## config.mk

```make
export PLATFORM = sky130hd
export DESIGN_NAME = move_link
export DESIGN_NICKNAME = d
export VERILOG_FILES = /design/src/rtl/move_link.sv
export SDC_FILE = /design/constraint.sdc
export NUM_CORES = 1
export LEC_CHECK = 0
export ABC_AREA = 1
export CORE_MARGIN = 5
export CORE_UTILIZATION = 45
export CTS_BUF_LIST = sky130_fd_sc_hd__clkbuf_4 sky130_fd_sc_hd__clkbuf_8
export DETAILED_ROUTE_END_ITERATION = 10
export GPL_TIMING_DRIVEN = 0
export PLACE_DENSITY = 0.64
export SLEW_MARGIN = 25
export SYNTH_ARGS = -nofsm -noshare
export SYNTH_HDL_FRONTEND = slang
export SYNTH_SLANG_ARGS = --single-unit
```

## constraint.sdc

```tcl
create_clock -name clk_in -period 5.41 [get_ports clk_in]
set_input_delay 1.623 -clock clk_in [delete_from_list [all_inputs] [get_ports clk_in]]
set_output_delay 1.623 -clock clk_in [all_outputs]
set_load 0.02 [all_outputs]
```

## src/rtl/move_link.sv

```systemverilog
// Reliable move exchange over the UART tx/rx pair: sends moves that must be acked
// with their bitwise complement, retransmits on timeout, and delivers and acks peer moves.
module move_link #(
   parameter int PKT_LEN         = 8,
   parameter int TX_FRAME_CYCLES = 67_710,
   parameter int ACK_TIMEOUT     = 650_000,
   parameter int MAX_RETRY       = 3
) (
   input  logic               clk_in,
   input  logic               rst_in,
   input  logic               send_valid,
   input  logic [PKT_LEN-1:0] send_data,
   output logic               send_busy,
   output logic               send_done,
   output logic               link_err,
   output logic               tx_trigger,
   output logic [PKT_LEN-1:0] tx_data,
   input  logic               rx_ready,
   input  logic [PKT_LEN-1:0] rx_data,
   output logic               move_valid,
   output logic [PKT_LEN-1:0] move_data
);

   localparam int CNT_W   = 20;
   localparam int RETRY_W = (MAX_RETRY < 1) ? 1 : $clog2(MAX_RETRY + 1);

   localparam logic [CNT_W-1:0]   FRAME_LAST  = CNT_W'(TX_FRAME_CYCLES - 1);
   localparam logic [CNT_W-1:0]   TIMEOUT_LIM = CNT_W'(ACK_TIMEOUT);
   localparam logic [RETRY_W-1:0] RETRY_LIM   = RETRY_W'(MAX_RETRY);

   typedef enum logic [1:0] {
      IDLE,
      SEND,
      WAIT_ACK,
      ACK
   } state_t;

   state_t             state;
   logic [CNT_W-1:0]   frame_cnt;
   logic [CNT_W-1:0]   ack_timer;
   logic [RETRY_W-1:0] retry_cnt;
   logic [PKT_LEN-1:0] last_rx;
   logic               last_valid;
   logic               pend_valid;
   logic [PKT_LEN-1:0] pend_data;

   function automatic logic [CNT_W-1:0] sat_inc(input logic [CNT_W-1:0] v,
                                                input logic [CNT_W-1:0] lim);
      return (v >= lim) ? lim : v + 1'b1;
   endfunction

   function automatic logic is_dup(input logic               have_last,
                                   input logic [PKT_LEN-1:0] prev,
                                   input logic [PKT_LEN-1:0] b);
      return have_last && (b == prev);
   endfunction

   always_ff @(posedge clk_in or posedge rst_in) begin
      if (rst_in) begin
         state      <= IDLE;
         frame_cnt  <= '0;
         ack_timer  <= '0;
         retry_cnt  <= '0;
         last_rx    <= '0;
         last_valid <= 1'b0;
         pend_valid <= 1'b0;
         pend_data  <= '0;
         send_busy  <= 1'b0;
         send_done  <= 1'b0;
         link_err   <= 1'b0;
         tx_trigger <= 1'b0;
         tx_data    <= '0;
         move_valid <= 1'b0;
         move_data  <= '0;
      end else begin
         tx_trigger <= 1'b0;
         send_done  <= 1'b0;
         move_valid <= 1'b0;

         case (state)
            IDLE: begin
               // Receive path has priority; a colliding send request waits until the ack is out.
               if (rx_ready) begin
                  if (send_valid) begin
                     pend_valid <= 1'b1;
                     pend_data  <= send_data;
                  end
                  if (!is_dup(last_valid, last_rx, rx_data)) begin
                     move_data  <= rx_data;
                     move_valid <= 1'b1;
                     last_rx    <= rx_data;
                     last_valid <= 1'b1;
                  end
                  tx_data    <= ~rx_data;
                  tx_trigger <= 1'b1;
                  frame_cnt  <= '0;
                  state      <= ACK;
               end else if (send_valid || pend_valid) begin
                  tx_data    <= send_valid ? send_data : pend_data;
                  pend_valid <= 1'b0;
                  tx_trigger <= 1'b1;
                  send_busy  <= 1'b1;
                  link_err   <= 1'b0;
                  retry_cnt  <= '0;
                  last_valid <= 1'b0;
                  frame_cnt  <= '0;
                  state      <= SEND;
               end
            end

            SEND: begin
               if (frame_cnt >= FRAME_LAST) begin
                  ack_timer <= '0;
                  state     <= WAIT_ACK;
               end else begin
                  frame_cnt <= sat_inc(frame_cnt, FRAME_LAST);
               end
            end

            WAIT_ACK: begin
               // Only the complement of the outstanding move counts; anything else is ignored.
               if (rx_ready && (rx_data == ~tx_data)) begin
                  send_done <= 1'b1;
                  send_busy <= 1'b0;
                  state     <= IDLE;
               end else if (ack_timer >= TIMEOUT_LIM) begin
                  if (retry_cnt < RETRY_LIM) begin
                     retry_cnt  <= retry_cnt + 1'b1;
                     tx_trigger <= 1'b1;
                     frame_cnt  <= '0;
                     state      <= SEND;
                  end else begin
                     link_err  <= 1'b1;
                     send_busy <= 1'b0;
                     state     <= IDLE;
                  end
               end else begin
                  ack_timer <= sat_inc(ack_timer, TIMEOUT_LIM);
               end
            end

            ACK: begin
               if (send_valid) begin
                  pend_valid <= 1'b1;
                  pend_data  <= send_data;
               end
               if (frame_cnt >= FRAME_LAST) begin
                  state <= IDLE;
               end else begin
                  frame_cnt <= sat_inc(frame_cnt, FRAME_LAST);
               end
            end

            default: state <= IDLE;
         endcase
      end
   end

endmodule

```

After elaboration in Yosys (flattened, before gate mapping)
Cells that the tools add are included.
{"block": "word_totals", "ff_bits": 75, "input_bits": 20, "output_inout_bits": 21, "elab_cells": 121}
{"block": "classes", "n_addsub": 3, "n_lt_le_gt_ge": 3, "n_eq_ne": 20, "mux": 58, "bitwise": 3, "n_reduce_logical": 20}
{"operator": "20-bit 2-to-1 mux", "count": 9}
{"operator": "20-bit case mux with 3 select lines", "count": 1}
{"operator": "20-bit by 1-bit adder with 20-bit output, second input constant", "count": 2}
{"operator": "20-bit case mux with 2 select lines", "count": 1}
{"operator": "8-bit 2-to-1 mux", "count": 4}
{"operator": "1-bit 2-to-1 mux", "count": 25}
{"operator": "2-bit inequality test, second input constant", "count": 12}
{"operator": "2-bit 2-to-1 mux", "count": 11}
{"operator": "20-bit by 17-bit greater-or-equal comparator with 1-bit output, second input constant", "count": 1}
{"operator": "20-bit greater-or-equal comparator, second input constant", "count": 1}
{"operator": "8-bit equality test", "count": 2}
{"operator": "8-bit inverter", "count": 2}
{"operator": "8-bit case mux with 2 select lines", "count": 1}
{"operator": "6-bit AND reduction", "count": 2}
{"operator": "5-bit AND reduction", "count": 2}
{"operator": "3-bit inequality test, second input constant", "count": 3}
{"operator": "1-bit case mux with 2 select lines", "count": 4}
{"operator": "2-bit case mux with 4 select lines", "count": 1}
{"operator": "4-bit AND reduction", "count": 2}
{"operator": "2-bit nonzero test", "count": 4}
{"operator": "2-bit AND reduction", "count": 3}
{"operator": "3-bit AND reduction", "count": 2}
{"operator": "2-bit equality test, second input constant", "count": 2}
{"operator": "2-bit case mux with 2 select lines", "count": 1}
{"operator": "8 further kinds", "count": 9}

Logic depth before layout (Yosys ltp)
{"block": "depth", "ltp_word": 5, "depth_mapped": 13, "ltp_nobuf": 12}

Least setup slack after synthesis
OpenSTA, ideal clock, no wires.
{"block": "synth_timing", "path_type": "input-to-reg", "startpoint": "input port send_valid", "endpoint": "register tx_data[1]", "setup_ps": 124, "arrival_time_ps": 2584, "required_time_ps": 5286, "slack_ps": 2702, "stages": 8, "n_path_buf": 2, "path_cell_list": "clkbuf_1 nor2_1 inv_1 o21ai_2 buf_2 inv_2 o211ai_1 nand2_1"}
{"block": "synth_via", "elab_chain_cells": 3, "elab_cells_between_ends": 6, "classes_between": "mux (3); reduce/logical (3)"}
{"element": "start: declaration", "line": "11", "rtl": "input logic send_valid,"}
{"element": "8-bit 2-to-1 mux / 1-bit logical OR (equally long branches)"}
{"element": "8-bit 2-to-1 mux / 2-bit nonzero test (equally long branches)"}
{"element": "8-bit 2-to-1 mux / 2-bit AND reduction (equally long branches)"}
{"element": "end signal: assignment", "line": "94", "rtl": "tx_data <= ~rx_data;"}
{"element": "end signal: assignment", "line": "99", "rtl": "tx_data <= send_valid ? send_data : pend_data;"}
{"element": "end: declaration", "line": "17", "rtl": "output logic [PKT_LEN-1:0] tx_data,"}
Several ways; a longest one is shown, not always the timed one. The select of a mux whose other input is x is not followed.
A chain may end at the register's enable or synchronous reset.

Worst setup path in the final report
{"block": "layout_timing", "startpoint": "input port rx_ready", "endpoint": "register ack_timer[5]"}
{"block": "layout_via", "elab_chain_cells": 3}
{"element": "start: declaration", "line": "18", "rtl": "input logic rx_ready,"}
{"element": "1-bit logical AND", "line": "122", "rtl": "if (rx_ready && (rx_data == ~tx_data)) begin"}
{"element": "2-bit inequality test (no source line)"}
{"element": "4-bit AND reduction (no source line)"}
{"element": "end signal: assignment", "line": "138", "rtl": "ack_timer <= sat_inc(ack_timer, TIMEOUT_LIM);"}
{"element": "end: declaration", "line": "40", "rtl": "logic [CNT_W-1:0] ack_timer;"}
Every way passes these cells.

==> run_results.csv <==
group,metric,value,unit
sta,setup_tns,0,ps
yosys,synthArstFlopShare,1.00,
floorplan,dieArea,0.0124,sq mm
yosys,netlist_area,0.00460,sq mm
layout,final_cell_area,0.00538,sq mm
worst_setup_path,cp_top_family,"buffers and inverters",
grt,grt_max_degree,51,
drt,wirelength,11400,um
placed_design,numPortBuffers,39,
yosys,synth_nets,703,
layout,fill_cells,1015,
placed_design,dp_hpwl,8360,um
grt,grt_pass1_wl,19800,um
floorplan,ios,41,
grt,grt_use_total,0.191,
layout,final_common_cell,"nand2_1",
power,ir_drop,0.0000978,V
sta,tightest_slew,536,ps
clocking,root_buffer,"clkbuf_8",
sta,relSlewSlack,0.643,
sta,layout_min_cycle_time,3180,ps
grt,grt_pass1_vias,4087,
power,power_density,193,mW/mm^2
clocking,clk_pin_slew,90,ps
clocking,postCtsSetupBuffers,0,
layout,final_layout_size_suffix_gt1_frac,0.0600,
sta,rsz0062_at_grt,"no",
yosys,synth_largest_area_cell,"dfrtp_1",
floorplan,core_area,0.0101,sq mm
status,status,"finished clean",
layout,final_cell_mix,"nand2_1 (236), nor2_1 (109), dfrtp_1 (75)",
clocking,htreeDepth,3,
floorplan,start_util,0.454,
yosys,ys_types,30,
worst_setup_path,crit_fanout,10,
floorplan,fp.dieW,111,um
worst_setup_path,cp-end-kind,"register",
clocking,holdBufCountCts,0,
drt,drt_iter0_drc,220,
drt,drc,0,
floorplan,die_h,111,um
drt,num_vias,4344,
worst_hold_path,hold_path_class,"reg -> reg",
drt,firstDrtPassIters,7,
worst_setup_path,crit_type,"in -> reg",
placed_design,place_congestion,0.943,
worst_setup_path,start_kind,"primary input",
sta,setup_violations,0,
yosys,ys_ff_latch,75,
yosys,ys_seq_area_frac,0.408,
worst_setup_path,max_stage_delay,610,ps
clocking,cts.sinks,75,
yosys,synth_top_area_share,0.408,
drt,viasPerCell,5.00,
sta,skew,14.0,ps
flow_run,maxCapViolations,0,
layout,diodes,0,
power,p_leak,0.00255,uW
yosys,ys_warn_count,0,
yosys,ys_dominant_reg_cell,"dfrtp_1",
layout,syn2layout_area_growth,16.9,%
placed_design,placed_cells,853,
sta,fmax,314,MHz
layout,stdcell_count,869,
sta,whs,495,ps
yosys,syn_inst,677,
grt,grt-ovfl-total,0,
worst_setup_path,crit_chain,"clkdlybuf4s50_1 > nand2_1 > nand2_1 > nand2_1 > nor2_2 > nand4_1 > clkbuf_1 > nand3_1 > nand2_1",
yosys,synth_edf_count,0,
worst_setup_path,crit_top_cell,"nand2_1",
clocking,cts_tree,"done",
sta,finalCritPeriodShare,0.588,
placed_design,place_area,0.00519,sq mm
yosys,syn-mean-instance-area,6.80,sq um
drt,final_antenna_net_count,0,
sta,drv_slew,0,
clocking,worstSkewPairLatency,350,ps
sta,hold_viol,0,
clocking,cts_buffers,9,
worst_setup_path,critPathArrivalTime,3410,ps
layout,fin_nets,754,
worst_setup_path,cp_data_required_time,5640,ps
floorplan,num_rows,37,
grt,antenna_found_initial,0,
yosys,synthTopCellsByArea,"dfrtp_1 (41%), nand2_1 (19%), nor2_1 (8.9%)",
clocking,cts.repair.resized,0,
worst_setup_path,critPathBufInv,2,
clocking,clock_path_buffers,2,
drt,post_drt_wl_per_cell,13.1,um
worst_setup_path,slowest_stage,"clkdlybuf4s50_1",
-- worst register-to-register path: stages (launching register included) --
cell,delay [ps]
dfrtp_1,460
inv_1,90
ha_1,220
inv_1,60
nor2_1,40
nor2_1,90
nand3_1,110
nand4_1,100
buf_2,240
buf_4,220
nand4_1,100
nand2_1,100
-- area by class of cell --
type,count,area [sq um],area share
multi-input combinational,514,2370,0.441
sequential,75,1880,0.349
timing repair buffer,40,418,0.0777
inverter,63,239,0.0444
tap,136,170,0.0316
clock buffer,10,138,0.0256
buffer,25,119,0.0221
clock inverter,6,48.8,0.00907
-- path summary, 6_finish.rpt --
kind	startpoint	to	slack, ps	cells after the start
max	rx_ready	ack_timer[5]$_DFFE_PP0P_	2230	9
min	frame_cnt[18]$_DFFE_PP0P_	frame_cnt[18]$_DFFE_PP0P_	490	2
max reg2reg	frame_cnt[0]$_DFFE_PP0P_	frame_cnt[3]$_DFFE_PP0P_	3520	11
min reg2reg	frame_cnt[18]$_DFFE_PP0P_	frame_cnt[18]$_DFFE_PP0P_	490	2
max in group asynchronous	rst_in	frame_cnt[14]$_DFFE_PP0P_	3240	3
min in group asynchronous	rst_in	pend_data[2]$_DFFE_PP0P_	1610	2
-- through the flow --
step | util | setup WS, ps | total power [uW]
2_1_floorplan | - | 1880 | 604
3_3_place_gp | 0.509 | 526 | 631
3_5_place_dp | 0.512 | 1830 | 635
4_1_cts | 0.531 | 2210 | 1060
5_1_grt | 0.531 | 2070 | 1090
6_report | 0.531 | 2230 | 1040
-- cells by family after synthesis --
kind of cell | after synthesis | share of synthesized area
AO/OA/AOI/OAI | 56 | 0.0639
XOR/XNOR | 29 | 0.0552
adder cells (fa/ha/maj) | 6 | 0.0163
buffers and inverters | 88 | 0.0772
flip-flops | 75 | 0.408
multiplexers | 1 | 0.00217
AND/OR/NAND/NOR | 422 | 0.378
-- cell usage after synthesis (all sizes together), types with 3 or more instances --
cell type	instances
nand2	236
nor2	113
dfrtp	75
inv	60
o21ai	40
nand3	37
nand4	26
xor2	15
buf	14
xnor2	14
a21oi	13
clkbuf	11
nor3	7
ha	6
clkinv	3
-- layer usage --
metal | part of all wire | track usage
met1 | 0.47 | 0.257
met2 | 0.47 | 0.316
met4 | 0.012 | 0.0535
met5 | 0 | 0
met3 | 0.045 | 0.0360
-- power breakdown --
part / total, uW / leakage [uW] / switching, uW / internal, uW
Sequential: 565 / 0.000976 / 1.15 / 564
Combinational: 56.9 / 0.00148 / 34.9 / 22.0
Clock: 418 / 0.0000908 / 234 / 184
Total: 1040 / 0.00255 / 270 / 770
-- state kept, by name, summed over array words and instances, names as in the netlist --
register    count
send_busy       1
tx_data         8
retry_cnt       2
ack_timer      20
send_done       1
state           2
frame_cnt      20
pend_valid      1
last_rx         8
pend_data       8
move_valid      1
tx_trigger      1
link_err        1
last_valid      1
No activity file was read; power rests on OpenSTA's default activity.
